<file path="config.mk">
export PLATFORM = sky130hd
export DESIGN_NAME = sram_port_arbiter
export DESIGN_NICKNAME = d
export VERILOG_FILES = /design/src/rtl/sram_port_arbiter.sv
export SDC_FILE = /design/constraint.sdc
export NUM_CORES = 1
export LEC_CHECK = 0
export ABC_AREA = 1
export CAP_MARGIN = 20
export CORE_AREA = 2 2 121 123
export CTS_CLUSTER_SIZE = 8
export DETAILED_ROUTE_END_ITERATION = 10
export DIE_AREA = 0 0 123 125
export SYNTH_ARGS = -nofsm -noshare
export SYNTH_HDL_FRONTEND = slang
export SYNTH_SLANG_ARGS = --single-unit
</file>
<file path="constraint.sdc">
create_clock -name clk -period 1.6 [get_ports clk]
set_input_delay 0.32 -clock clk [delete_from_list [all_inputs] [get_ports clk]]
set_output_delay 0.32 -clock clk [all_outputs]
set_load 0.01 [all_outputs]
</file>
<file path="src/rtl/sram_port_arbiter.sv">
// Shares one sram-like slave port between instruction fetch and MEM-stage data.
// Optional perf counters are built only when ARB_PERF_CNT_EN is defined.
module sram_port_arbiter #(
  parameter int ADDR_W       = 32,
  parameter int DATA_W       = 32,
  parameter int STARVE_LIMIT = 4
) (
  input  logic              clk,
  input  logic              rst,
  input  logic              inst_req,
  input  logic              inst_wr,
  input  logic [1:0]        inst_size,
  input  logic [ADDR_W-1:0] inst_addr,
  input  logic [DATA_W-1:0] inst_wdata,
  output logic              inst_addr_ok,
  output logic              inst_data_ok,
  output logic [DATA_W-1:0] inst_rdata,
  input  logic              data_req,
  input  logic              data_wr,
  input  logic [1:0]        data_size,
  input  logic [ADDR_W-1:0] data_addr,
  input  logic [DATA_W-1:0] data_wdata,
  output logic              data_addr_ok,
  output logic              data_data_ok,
  output logic [DATA_W-1:0] data_rdata,
  output logic              sram_req,
  output logic              sram_wr,
  output logic [1:0]        sram_size,
  output logic [ADDR_W-1:0] sram_addr,
  output logic [DATA_W-1:0] sram_wdata,
  input  logic              sram_addr_ok,
  input  logic              sram_data_ok,
`ifdef ARB_PERF_CNT_EN
  output logic [31:0]       perf_inst_cnt,
  output logic [31:0]       perf_data_cnt,
  output logic [31:0]       perf_stall_cnt,
`endif
  input  logic [DATA_W-1:0] sram_rdata
);

  typedef struct packed {
    logic              wr;
    logic [1:0]        size;
    logic [ADDR_W-1:0] addr;
    logic [DATA_W-1:0] wdata;
  } req_t;

  typedef enum logic [1:0] {IDLE = 2'd0, HOLD = 2'd1, WAIT_DATA = 2'd2} state_t;

  localparam logic [3:0] LIMIT = 4'(STARVE_LIMIT);

  state_t     state, state_nxt;
  logic       owner_d;      // 1: data owns the locked/in-flight transaction
  logic [3:0] starve_cnt;
  req_t       inst_pl, data_pl, fwd_pl;
  logic       any_req, win_data, sel_data, granting, accept, resp;

  assign inst_pl = '{wr: inst_wr, size: inst_size, addr: inst_addr, wdata: inst_wdata};
  assign data_pl = '{wr: data_wr, size: data_size, addr: data_addr, wdata: data_wdata};

  // Fresh decision only in IDLE; afterwards the latched owner steers everything.
  always_comb begin
    any_req  = inst_req | data_req;
    win_data = data_req & ~(inst_req & (starve_cnt == LIMIT));
    sel_data = (state == IDLE) ? win_data : owner_d;
    granting = ((state == IDLE) & any_req) | (state == HOLD);
    accept   = granting & sram_addr_ok;
    resp     = (state == WAIT_DATA) & sram_data_ok;
    fwd_pl   = sel_data ? data_pl : inst_pl;
  end

  always_ff @(posedge clk or negedge rst) begin
    if (!rst) state <= IDLE;
    else      state <= state_nxt;
  end

  always_comb begin
    state_nxt = state;
    case (state)
      IDLE:      if (any_req) state_nxt = sram_addr_ok ? WAIT_DATA : HOLD;
      HOLD:      if (sram_addr_ok) state_nxt = WAIT_DATA;
      WAIT_DATA: if (sram_data_ok) state_nxt = IDLE;
      default:   state_nxt = IDLE;
    endcase
  end

  always_ff @(posedge clk or negedge rst) begin
    if (!rst) begin
      owner_d    <= 1'b0;
      starve_cnt <= '0;
    end else begin
      if (state == IDLE && any_req) owner_d <= win_data;
      if (accept) begin
        if (!sel_data)
          starve_cnt <= '0;
        else if (inst_req && starve_cnt != LIMIT)
          starve_cnt <= starve_cnt + 4'd1;
      end
    end
  end

  // Every output is held at zero while reset is asserted, forwarded path included.
  always_comb begin
    sram_req     = 1'b0;
    sram_wr      = 1'b0;
    sram_size    = '0;
    sram_addr    = '0;
    sram_wdata   = '0;
    inst_addr_ok = 1'b0;
    data_addr_ok = 1'b0;
    inst_data_ok = 1'b0;
    data_data_ok = 1'b0;
    inst_rdata   = '0;
    data_rdata   = '0;
    if (rst) begin
      if (granting) begin
        sram_req   = 1'b1;
        sram_wr    = fwd_pl.wr;
        sram_size  = fwd_pl.size;
        sram_addr  = fwd_pl.addr;
        sram_wdata = fwd_pl.wdata;
      end
      inst_addr_ok = accept & ~sel_data;
      data_addr_ok = accept & sel_data;
      inst_data_ok = resp & ~owner_d;
      data_data_ok = resp & owner_d;
      if (resp & ~owner_d) inst_rdata = sram_rdata;
      if (resp & owner_d)  data_rdata = sram_rdata;
    end
  end

`ifdef ARB_PERF_CNT_EN
  always_ff @(posedge clk or negedge rst) begin
    if (!rst) begin
      perf_inst_cnt  <= '0;
      perf_data_cnt  <= '0;
      perf_stall_cnt <= '0;
    end else begin
      if (accept & ~sel_data) perf_inst_cnt  <= perf_inst_cnt + 32'd1;
      if (accept & sel_data)  perf_data_cnt  <= perf_data_cnt + 32'd1;
      if (any_req & ~accept)  perf_stall_cnt <= perf_stall_cnt + 32'd1;
    end
  end
`endif

endmodule

</file>
==> results.toml <==
[status]
status = "complete, but fails checks"
violations = "negative setup slack"

[global_routing]
grt_max_degree = 17
grt-ovfl-total = 0
grt_use_total_pct = 18.0
antenna_found_initial = 0
grt_pass1_wl_um = 21800
grt_pass1_vias = 3897

[logic_synthesis]
syn_inst = 391
synth_area_leaders = "nor2_1 32%, o21ai_2 26%, dfrtp_1 7.9%, inv_1 7.5%, buf_8 6.8%"
synth.distinct_cells = 24
async_reset_ff_share_pct = 100
yosys.area.top_type = "nor2_1"
ys_ff_latch = 7
ys_top_cells_by_count = "186 x nor2_1, 65 x o21ai_2, 44 x inv_1"
synth_seq_area_share_pct = 7.92
synth_most_common_cell = "nor2_1"
synth_area_sq_um = 2210
synth_fp_nets = 565
yosys.area.top_type_share_pct = 31.6
syn_avg_cell_area_sq_um = 5.65
yosysWarnings = 0
synth_flop_cell = "dfrtp_1"
synth_edf_count = 0

[worst_setup_path]
cp_top_family = "buffers and inverters"
cp-end-kind = "output port"
crit_chain = "inv_2 > ha_4 > nand4_1 > nand2_1 > nand2_4 > buf_8 > buf_12 > buf_12 > o21ai_2 > nor2_2 > clkbuf_2"
ff2ff_path_depth = 11
critical_path_depth = 11
cp.arrival_ns = 1.83
r2r-end = "owner_d"
critPathKind = "reg -> out"
cp_max_fo = 7
cp_data_required_time_ns = 1.28
slowest_stage = "dfrtp_1"
startpoint_type = "register"
cpMostUsedCell = "buf_12"
slowest_delay_ns = 0.38
timing.rr.start = "starve_cnt[1]"
ff2ff_setup_slack_ns = -0.01
crit_buf_inv = 5

[timing]
finalMaxSlewViolations = 0
min_period_over_period_pct = 134
fin_hold_ws_ns = 0.167
fin_worst_skew_ns = 0.00177
tightestPinTransition_ns = 0.221
finalCriticalPeriod_ns = 2.15
rsz0062_at_grt = "true"
finalSetupViolCount = 137
setup_ws_ns = -0.548
fmax_mhz = 466
hold_viol = 0
maxSlewHeadroom_pct = 85.2

[pwr]
ir_drop_mv = 0.326
leakage_nw = 3.10
power_mw = 5.16
p_per_area_nw_per_um2 = 763

[drt]
ant_nets = 0
drt_iter0_drc = 114
via_per_inst = 4.15
routedWlPerCell_um = 16.1
vias = 3911
drtPass1Iterations = 4
postRouteWirelength_um = 15100
drc = 0

[finish]
drive_gt1_share_pct = 59.2
fin_cells = 943
multi_input_area_sq_um = 2320
register_area_sq_um = 175
fillCellCount = 1384
area_growth_pct = 206
final_nets = 934
num_antenna_cells = 0

[clock_network]
clk_pin_slew_ns = 0.04
htreeDepth = 1
clk_path_buf_depth = 2
cts_root_buf = "clkbuf_16"
clock_latency_ns = 0.23
postCtsHoldBufs = 0
cts_tree = "done"
numCtsBuffers = 3
cts_sinks = 7

[min_path]
hold_path_class = "in -> async"

[placed_design]
dp_hpwl_um = 10100
dp.cells = 889
portBuffers = 307
gp_congestion = 0.880
pre_cts_slack_ns = -1.02

[floorplanning]
core_sq_um = 14200
die_h_um = 125
initial_core_util_pct = 15.6
die_area_sq_um = 15400
top_level_ports = 308
die_w_um = 123
row_count = 44

[run]
drv_cap = 0
## worst reg2reg max path, cell delays in order, from the launching register on
cell and delay, ns:
dfrtp_1 0.38, inv_2 0.08, ha_4 0.13, nand4_1 0.07, nand2_1 0.12, nand2_4 0.10, inv_8 0.08, buf_12 0.14
buf_8 0.14, buf_6 0.10, buf_4 0.10, o31ai_2 0.06
## final cells by class
cell class	instances	area share, %
timing repair buffer	392	55.7
multi-input combinational	308	34.4
tap	184	3.41
inverter	48	2.78
sequential	7	2.59
clock buffer	4	1.17
## power by group
part | switching (mW) | total, mW | internal, mW
registers | 0.0254 | 0.239 | 0.213
logic | 2.21 | 4.49 | 2.28
clock network | 0.0967 | 0.428 | 0.332
total | 2.33 | 5.16 | 2.82
## state kept, by name (all words and copies together) (netlist names)
signal      count
owner_d         1
starve_cnt      4
state           2
## kinds of logic after synthesis
family | count (synthesis) | share of synthesized area, %
buf+inv | 76 | 19.6
compound gates | 69 | 26.8
simple gates | 236 | 44.1
xor+xnor | 1 | 0.396
flops | 7 | 7.92
fa+ha+maj | 2 | 1.13
## repair_timing
item / in CTS / in global routing
endpoints found under the setup margin: 140 / 141
cloned: 16 / 3
gates resized for setup: 632 / 101
setup buffers: 37 / 7
pin swaps: 18 / 31
## cells in the final DEF, fill, tap and decap left out, types with 3 or more instances in the layout
cell               n
buf_16            12
clkbuf_2           4
dlygate4sd2_1      3
nand4_1            6
buf_6             24
dfrtp_1            7
clkdlybuf4s50_1  167
nor2_2           110
nand2_4            3
nand2_1           13
o21ai_2           40
o21ai_4           27
buf_12            17
nor2_1            65
nor2_4            28
buf_8              5
nand2_2            3
buf_4             30
clkbuf_16          6
inv_2              6
clkdlybuf4s15_2   14
inv_1             41
buf_2            112
## per-layer routing
layer | part of all wire (%) | routed length (um) | track usage, %
met3 | 5.9 | 888 | 2.24
met2 | 54 | 8150 | 34.2
met4 | 0.96 | 146 | 2.54
met5 | 0 | 0 | 0
met1 | 39 | 5970 | 21.8
## metrics by stage
step	area [sq um]	utilization, %	setup TNS [ns]
CTS	6630	46.7	-54.61
global route	6760	47.6	-61.75
detailed placement	5860	41.2	-111.05
floorplan	2390	-	-3.75
global placement	5860	41.2	-111.86
finish	6760	47.6	-50.89
## worst max-delay path by stage
| stage | start | end |
|---|---|---|
| 2_1_floorplan | starve_cnt[0] | sram_addr[0] |
| 3_3_place_gp | inst_req | sram_wdata[31] |
| 3_5_place_dp | inst_req | sram_wdata[31] |
| 4_1_cts | starve_cnt[1] | sram_addr[21] |
| 5_1_grt | starve_cnt[1] | sram_wdata[13] |
| 6_report | starve_cnt[1] | sram_addr[9] |
Note: power is estimated with default switching activity, not from simulation.
